--- src/rtl/cmp_share_sched_pkg.sv ---
// Shared definitions for the comparator-sharing scheduler: FSM state
// encoding and the requester ID width.
package cmp_share_sched_pkg;

   localparam int ID_W = 2;

   typedef enum logic [1:0] {
      IDLE = 2'd0,
      CMP  = 2'd1,
      RESP = 2'd2
   } state_e;

endpackage : cmp_share_sched_pkg

--- src/rtl/cmp_share_sched_twobit_comparator.sv ---
// Two-bit magnitude comparator: A = {a,b}, B = {c,d}.
// f1 = A > B, f2 = A == B, f3 = A < B. Purely combinational.
module twobit_comparator (
   input  logic a,
   input  logic b,
   input  logic c,
   input  logic d,
   output logic f1,
   output logic f2,
   output logic f3
);

   assign f1 = (a & ~c) | (b & ~c & ~d) | (a & b & ~d);
   assign f2 = (a ~^ c) & (b ~^ d);
   assign f3 = (~a & c) | (~a & ~b & d) | (~b & c & d);

endmodule : twobit_comparator

--- src/rtl/cmp_share_sched.sv ---
// Round-robin scheduler that time-shares one twobit_comparator among
// N_REQ requesters. IDLE arbitrates and latches the winner's operands,
// CMP drives them through the comparator, RESP presents the registered
// result for one cycle.
module cmp_share_sched
   import cmp_share_sched_pkg::*;
#(
   parameter int N_REQ = 4
) (
   input  logic               clk,
   input  logic               rst_n,
   input  logic [N_REQ-1:0]   req,
   input  logic [2*N_REQ-1:0] op_a,
   input  logic [2*N_REQ-1:0] op_b,
   output logic [N_REQ-1:0]   grant,
   output logic               busy,
   output logic               rsp_valid,
   output logic [ID_W-1:0]    rsp_id,
   output logic               rsp_gt,
   output logic               rsp_eq,
   output logic               rsp_lt
);

   state_e          state;
   logic [ID_W-1:0] ptr;
   logic [ID_W-1:0] id_q;
   logic [1:0]      op_a_q;
   logic [1:0]      op_b_q;

   logic              pick_valid;
   logic [ID_W-1:0]   pick_id;
   logic [1:0]        sel_a;
   logic [1:0]        sel_b;
   logic [N_REQ-1:0]  grant_nxt;
   logic              f1, f2, f3;

   // Round-robin pick: the requester with the smallest distance from ptr
   // (wrapping at N_REQ) wins; its operand slices and one-hot grant follow.
   always_comb begin
      // NOTE: every output gets a default first so no path leaves a value
      // unassigned, which would otherwise infer a latch.
      int best_d;
      int d;
      pick_valid = 1'b0;
      pick_id    = '0;
      sel_a      = '0;
      sel_b      = '0;
      grant_nxt  = '0;
      best_d     = N_REQ;
      d          = 0;
      for (int i = 0; i < N_REQ; i++) begin
         if (req[i]) begin
            d = (i >= int'(ptr)) ? (i - int'(ptr)) : (i + N_REQ - int'(ptr));
            if (d < best_d) begin
               best_d     = d;
               pick_valid = 1'b1;
               pick_id    = ID_W'(i);
            end
         end
      end
      for (int i = 0; i < N_REQ; i++) begin
         if (pick_id == ID_W'(i)) begin
            sel_a        = op_a[2*i +: 2];
            sel_b        = op_b[2*i +: 2];
            grant_nxt[i] = pick_valid;
         end
      end
   end

   // Shared comparator, fed only from the latched operands.
   twobit_comparator u_twobit_comparator (
      .a  (op_a_q[1]),
      .b  (op_a_q[0]),
      .c  (op_b_q[1]),
      .d  (op_b_q[0]),
      .f1 (f1),
      .f2 (f2),
      .f3 (f3)
   );

   // Scheduler FSM with all outputs registered.
   always_ff @(posedge clk or negedge rst_n) begin
      // NOTE: state is updated with non-blocking assignments so every
      // register samples pre-edge values regardless of statement order.
      if (!rst_n) begin
         state     <= IDLE;
         ptr       <= '0;
         id_q      <= '0;
         op_a_q    <= '0;
         op_b_q    <= '0;
         grant     <= '0;
         busy      <= 1'b0;
         rsp_valid <= 1'b0;
         rsp_id    <= '0;
         rsp_gt    <= 1'b0;
         rsp_eq    <= 1'b0;
         rsp_lt    <= 1'b0;
      end else begin
         case (state)
            IDLE: begin
               if (pick_valid) begin
                  grant  <= grant_nxt;
                  op_a_q <= sel_a;
                  op_b_q <= sel_b;
                  id_q   <= pick_id;
                  busy   <= 1'b1;
                  state  <= CMP;
               end
            end
            CMP: begin
               rsp_gt    <= f1;
               rsp_eq    <= f2;
               rsp_lt    <= f3;
               rsp_id    <= id_q;
               rsp_valid <= 1'b1;
               ptr       <= (id_q == ID_W'(N_REQ - 1)) ? '0 : id_q + 1'b1;
               grant     <= '0;
               state     <= RESP;
            end
            RESP: begin
               rsp_valid <= 1'b0;
               busy      <= 1'b0;
               state     <= IDLE;
            end
            default: begin
               grant     <= '0;
               rsp_valid <= 1'b0;
               busy      <= 1'b0;
               state     <= IDLE;
            end
         endcase
      end
   end

endmodule : cmp_share_sched
--- config.mk ---
export PLATFORM = sky130hd
export DESIGN_NAME = cmp_share_sched
export DESIGN_NICKNAME = d
export VERILOG_FILES = /design/src/rtl/cmp_share_sched_pkg.sv /design/src/rtl/cmp_share_sched_twobit_comparator.sv /design/src/rtl/cmp_share_sched.sv
export SDC_FILE = /design/constraint.sdc
export NUM_CORES = 1
export LEC_CHECK = 0
export CAP_MARGIN = 15
export CORE_ASPECT_RATIO = 1.2
export CORE_MARGIN = 2
export CORE_UTILIZATION = 45
export DETAILED_ROUTE_END_ITERATION = 8
export GPL_TIMING_DRIVEN = 0
export PLACE_DENSITY = 0.8
export SLEW_MARGIN = 30
export SYNTH_ARGS = -nofsm -noshare
export SYNTH_HDL_FRONTEND = slang
export SYNTH_HIERARCHICAL = 1
export SYNTH_SLANG_ARGS = --single-unit
--- constraint.sdc ---
create_clock -name clk -period 5.1 [get_ports clk]
set_input_delay 0.765 -clock clk [delete_from_list [all_inputs] [get_ports clk]]
set_output_delay 0.765 -clock clk [all_outputs]
set_load 0.005 [all_outputs]
* After elaboration in Yosys (flattened, before gate mapping) *
Index checks and enable logic that the tools add are counted.

cells by class
  $add $sub $neg = 8
  multiply operators = 0
  divide/modulo/power cells = 0
  $lt $le $gt $ge = 7
  equality and inequality tests = 7
  shift operators = 0
  multiplexer cells = 43
  bitwise operators = 23
  reduce and logical (&&, ||, !) cells = 5

operators with widths
  cell                   number
  $mux W32               9
  $lt A32 B32 Y1         2
  $lt A3 B32 Y1          1
  $lt A32 B4 Y1 const B  1
  $mux W2                14
  $mux W1                15
  $sub A3 B2 Y4 const A  3
  $and A1 B1 Y1          11
  $eq A2 B2 Y1 const B   4
  $pmux W4 S2            1
  $not A1 Y1             6
  $reduce_and A2 Y1      3
  $sub A1 B2 Y3 const A  2
  $sub A2 B2 Y3 const A  2
  $eq A2 B1 Y1 const B   2
  $ge A1 B2 Y1 const A   2
  $logic_not A2 Y1       2
  $mux W4                1
  $or A1 B1 Y1           4
  $pmux W1 S2            2
  $pmux W2 S2            1
  $add A2 B1 Y2 const B  1
  $ge A2 B2 Y1 const A   1
  $ne A2 B2 Y1 const B   1
  $xnor A1 B1 Y1         2

word-level totals
  flip-flop bits (word level) = 21
  bits in latches = 0
  RAM bits = 0
  ROM bits = 0
  input bits = 22
  output and inout bits = 11
  word-level logic and storage cells = 105
  memories = 0

* Longest topological paths before layout *
  depth after elaboration = 19
  gate-level depth with buffers = 21
  depth with buffers taken out = 21

* By module *
The synthesis kept the hierarchy.

by module, submodules not included
  module             times used  cells each  area an instance (um2)  seq. area each (um2)
  cmp_share_sched    1           135         1,328.8                 525.5
  twobit_comparator  1           12          83.8                    0.0

* Worst setup path before layout *
No wires, ideal clock.

  kind = register to register
  start point = register ptr[1]
  end point = register op_a_q[0]
  library setup time = 0.095 ns
  arrival = 4.011 ns
  data required time = 5.005 ns
  path slack = 0.993 ns
  stages on the path, launching flop included = 20
  buffers on the path = 0
  period minus slack after synthesis = 4.107 ns
  cell sequence = dfrtp_1 > inv_1 > ha_1 > and2_1 > ha_1 > a21boi_0 > and2_1 > a21oi_1 > ha_1 > inv_1 > a31oi_1 > o32ai_4 > a21oi_1 > ha_1 > nand3b_1 > a21oi_1 > o211ai_1 > a2111oi_1 > a22oi_1 > o31ai_1

between the ends
  cells in the longest elaborated chain, start to end = 19
  elaborated cells on any way between the ends = 46
  classes of those cells = add/sub (7); order compare (7); eq/ne (3); mux (27); reduce/logical (2)

ends and longest elaborated chain
  what                                         line                    RTL
  start: declaration                           cmp_share_sched.sv:25   logic [ID_W-1:0] ptr;
  start signal: assignment                     cmp_share_sched.sv:116  ptr <= (id_q == ID_W'(N_REQ - 1)) ? '0 : id_q + 1'b1;
  $sub A3 B2 Y4, or another cell as far along  cmp_share_sched.sv:53   d = (i >= int'(ptr)) ? (i - int'(ptr)) : (i + N_REQ - int'(ptr));
  $mux W32                                     cmp_share_sched.sv:53
  $lt A32 B4 Y1                                cmp_share_sched.sv:54   if (d < best_d) begin
  $mux W32                                     cmp_share_sched.sv:54
  $mux W32                                     cmp_share_sched.sv:52   if (req[i]) begin
  $lt A32 B32 Y1                               cmp_share_sched.sv:54
  $mux W32                                     cmp_share_sched.sv:54
  $mux W32                                     cmp_share_sched.sv:52
  $lt A32 B32 Y1                               cmp_share_sched.sv:54
  $mux W32                                     cmp_share_sched.sv:54
  $mux W32                                     cmp_share_sched.sv:52
  $lt A3 B32 Y1                                cmp_share_sched.sv:54
  $mux W2                                      cmp_share_sched.sv:54
  $mux W2                                      cmp_share_sched.sv:52
  $logic_not A2 Y1                             cmp_share_sched.sv:62   if (pick_id == ID_W'(i)) begin
  $mux W2 (4 in a row)                         cmp_share_sched.sv:62
  end signal: assignment                       cmp_share_sched.sv:103  op_a_q <= sel_a;
  end: declaration                             cmp_share_sched.sv:27   logic [1:0] op_a_q;

Several ways; a longest one is shown, not always the timed one.
A chain may end at the register's enable or synchronous reset.

* Final worst setup path *
  start point = register ptr[1]
  end point = register grant[0]

between the ends
  cells in the longest elaborated chain, start to end = 18
  elaborated cells on any way between the ends = 43
  classes of those cells = add/sub (7); order compare (7); eq/ne (1); mux (26); reduce/logical (2)

ends and longest elaborated chain
  what                                         line                    RTL
  $sub A3 B2 Y4, or another cell as far along  cmp_share_sched.sv:53
  $mux W32                                     cmp_share_sched.sv:53
  $lt A32 B4 Y1                                cmp_share_sched.sv:54
  $mux W32                                     cmp_share_sched.sv:54
  $mux W32                                     cmp_share_sched.sv:52
  $lt A32 B32 Y1                               cmp_share_sched.sv:54
  $mux W32                                     cmp_share_sched.sv:54
  $mux W32                                     cmp_share_sched.sv:52
  (+2 left out)                                -
  $mux W32                                     cmp_share_sched.sv:52
  $lt A3 B32 Y1                                cmp_share_sched.sv:54
  $mux W2                                      cmp_share_sched.sv:54
  $mux W2                                      cmp_share_sched.sv:52
  $logic_not A2 Y1                             cmp_share_sched.sv:62
  $mux W1                                      cmp_share_sched.sv:62
  $mux W4                                      cmp_share_sched.sv:101  if (pick_valid) begin
  $pmux W4 S2                                  cmp_share_sched.sv:99   case (state)
  end signal: assignment                       cmp_share_sched.sv:102  grant <= grant_nxt;
  end: declaration                             cmp_share_sched.sv:15   output logic [N_REQ-1:0] grant,

Several ways; a longest one is shown, not always the timed one. The select of a mux whose other input is x is not followed.

==> run summary <==
The run finished with clean final reports. The share of synthesized registers carrying an async set or reset was 1.00; the total grt overflow was 0. After synthesis, the cell types taking the most area are sky130_fd_sc_hd__dfrtp_1, sky130_fd_sc_hd__ha_1, sky130_fd_sc_hd__mux2_2.

The critical path is of the reg -> reg type. For this design, the sink count on the clock tree is 21. During placement, the flow inserted port buffers numbering 32. The clock latency of the later-clocked register in the worst-skew pair came out at 0.31 ns. 0 antenna diodes ended up in the layout. The most frequent cell after synthesis is sky130_fd_sc_hd__dfrtp_1. Along the worst path, the maximum fanout reaches 8. The tools report the utilization after layout as 0.612.

The run gives 22 as the number of rows in the core area. The nature of the critical path startpoint is a flop. The mean instance size in the synthesized netlist is 9.61 um2.

For this run, the post-layout net count is 223. Combined global-route utilization of all metal layers: 0.210. The instance area at placement was 1780 um2; the placeable core region was 3030 um2. In this run the remaining antenna-violating nets after routing total 0. Sorting the synthesized cells by how often they occur yields sky130_fd_sc_hd__dfrtp_1, sky130_fd_sc_hd__ha_1, sky130_fd_sc_hd__inv_1. The per-cell via count in the routed design works out to 5.66.

The die covers 3610 um2. Synthesis produced 147 cells. The tools report the worst path arrival time as 4.79 ns. Compared with the post-synthesis result, the final layout area differs by 31.1%. Counting distinct cell types in the post-synthesis netlist gives 47. For the starting density of the core, the log shows 0.467. Measured in cells, the most critical reg-to-reg path has a length of 20.

The worst hold path belongs to the class in -> async. The worst path meets setup with 0.556 ns of slack. Setup repair after global routing left no endpoint under its margin. At the placement stage, the worst setup path has a slack of -0.455 ns. For the pin with the worst max-slew slack, the measured transition is 0.494 ns. After synthesis the netlist holds a flip-flop and latch count of 21. When the netlist entered floorplanning its net count stood at 182. Library cell used as clock root buffer: sky130_fd_sc_hd__clkbuf_4.

STA puts the critical path data required time at 5.34 ns. After clock tree synthesis, the clock-pin slew on the worst setup and hold paths is 0.12 ns. The first global-routing pass estimated 5600 um of wire.

For the final design instance area without fill, the log shows 1850 um2. Number of max-cap violations: 0. The number of flops mapped to enable cells by yosys was 0. Counting I/O delays and the setup requirement, the final critical path takes 4.54 ns.

The placed wire-length estimate after detailed placement was 2670 um; the detailed-route wire length was 3420 um. sky130_fd_sc_hd__dfrtp_1 takes more of the synthesized area than any other cell. The upper clock frequency limit is 220 MHz, and the number of H-tree levels is 1. Counting along the longest clock path gives a buffer depth of 2. The tools report the register area share after synthesis as 0.372. Setup violations remaining at the end of the flow were counted as 0. Yosys printed 6 warnings. The fraction of post-synthesis cell area in the top cell type by area is 0.372. For this design the ratio of total power to cell area is 628 nW/um2. The worst-case IR drop observed on VDD is 0.290 mV. The run gives 0 as the number of pins exceeding their max-slew limit in the final report. Number of antenna violations at the first check in global routing: 0. The first routing iteration left 26 violations. The overall power of the completed layout came out at 1.16 mW.

For this run, the detailed router's first-pass iteration total came to 4. Across the routed clock network, the largest skew measured is 0.00537 ns. After synthesis the cells add up to 1410 um2. The floorplan step set the die height to 65.4 um. The tools report the largest net degree at the start of global routing as 22.

The run gives 3 as the total clock buffers created by CTS. The number of cells in the finished layout apart from fillers was 223. The layout cell share with drive strength beyond 1 is 0.128, and the leakage power is 0.827 nW. Total count of hold-check failures in the final report: 0.

From left edge to right edge, the die measures 55.1 um. The number of global-route vias before repair was 1,385. The run gives 0.890 as the final weighted congestion of routability-driven global placement. Endpoint kind of the worst setup timing path: a flop. The period utilization was 0.891; the number of vias in the routed layout was 1,262. After detailed routing, the number of remaining DRC violations is 0.

After detailed placement, the design holds a cell count of 215. TritonCTS built the clock tree. For the headroom to the max-slew limit, the log shows 0.669. Pin placement for this block handled 33 I/O pins. Dividing the detail-routed wire length by the instance count gives 15.3 um. Most common flop cell mapped by yosys: sky130_fd_sc_hd__dfrtp_1.
-- layout by cell type, fill, tap and decap left out, drive strengths merged, types with 2 or more instances in the layout --
master,instances
clkbuf,4
a21o,2
or2,2
and3,4
o31ai,5
nor2b,4
nand3b,2
o21ai,7
nor2,8
clkdlybuf4s50,31
buf,6
ha,13
nand2,9
a22oi,4
nand2b,3
mux2,5
nor3,4
inv,13
dfrtp,21
o22ai,4
a2bb2oi,2
o211ai,3
a21oi,7
and2,4
-- routing by layer --
layer  GRT usage  part of all wire  up-vias
met1       0.212              0.39      597
met3      0.0455             0.049       11
met5           0                 0        -
met2       0.388              0.53       37
li1            -                 -      617
met4      0.0945             0.032        0
-- cells by family (layout without fill, tap and decap cells) --
family | after synthesis | after routing | synth area share
buf+inv | 15 | 55 | 0.0407
compound gates | 45 | 45 | 0.237
simple gates | 46 | 46 | 0.182
mux | 6 | 6 | 0.0469
fa+ha+maj | 13 | 13 | 0.115
flops | 21 | 21 | 0.372
xor+xnor | 1 | 1 | 0.00620
-- worst max-delay path: stages (launching register included) --
cell                       delay (ns)
sky130_fd_sc_hd__dfrtp_1         0.49
sky130_fd_sc_hd__inv_1           0.12
sky130_fd_sc_hd__ha_1            0.23
sky130_fd_sc_hd__and2_1          0.18
sky130_fd_sc_hd__inv_1           0.11
sky130_fd_sc_hd__ha_1            0.23
sky130_fd_sc_hd__o211ai_1        0.24
sky130_fd_sc_hd__and2_1          0.28
sky130_fd_sc_hd__a21oi_1         0.22
sky130_fd_sc_hd__ha_1            0.26
sky130_fd_sc_hd__inv_1           0.05
sky130_fd_sc_hd__a31oi_1         0.05
sky130_fd_sc_hd__o32ai_4         0.39
sky130_fd_sc_hd__a21oi_1         0.14
sky130_fd_sc_hd__ha_1            0.33
sky130_fd_sc_hd__nand3b_1        0.08
sky130_fd_sc_hd__a21oi_1         0.17
sky130_fd_sc_hd__o21ai_0         0.15
sky130_fd_sc_hd__a21o_2          0.28
sky130_fd_sc_hd__or3_1           0.32
sky130_fd_sc_hd__a21oi_1         0.16
-- metrics by stage --
stage	hold slack, ns	setup TNS [ns]
6_report	0.386	0
5_1_grt	0.409	0
4_1_cts	0.515	0
3_5_place_dp	0.489	-1.75
3_3_place_gp	0.480	-0.327
2_1_floorplan	0.469	0
-- final timing paths --
kind,slack (ns),from,endpoint
worst max register to register,0.56,ptr[1],grant[0]
max in group asynchronous,4.40,rst_n,ptr[0]
worst min register to register,0.51,rsp_valid,rsp_valid
min in group clk,0.51,rsp_valid,rsp_valid
worst min-delay path,0.39,rst_n,grant[0]
worst max-delay path,0.56,ptr[1],grant[0]
-- power breakdown --
group	leakage, nW	switching, mW	internal (mW)
clock	0.0177	0.0509	0.0293
sequential	0.259	0.0725	0.246
combinational	0.551	0.376	0.388
-- state kept, by name, indices dropped and copies added (netlist names) --
register / cells
ptr: 2
op_a_q: 2
rsp_eq: 1
op_b_q: 2
grant: 4
busy: 1
rsp_gt: 1
rsp_valid: 1
rsp_id: 2
rsp_lt: 1
id_q: 2
state: 2
-- final cells by class --
class / instances / area, um2
timing repair buffer: 36 / 345
multi-input combinational: 111 / 851
fill: 266 / 1180
tap: 36 / 45.0
inverter: 13 / 48.8
sequential: 21 / 526
clock buffer: 3 / 22.5
buffer: 2 / 8.76
clock inverter: 1 / 5.00
-- timing repair --
item,CTS,global route
buffers inserted,0,4
hold buffers,0,0
pin swaps,0,1
gates resized for setup,1,3
setup endpoints to repair,4,8
No activity file was read; power rests on OpenSTA's default activity.
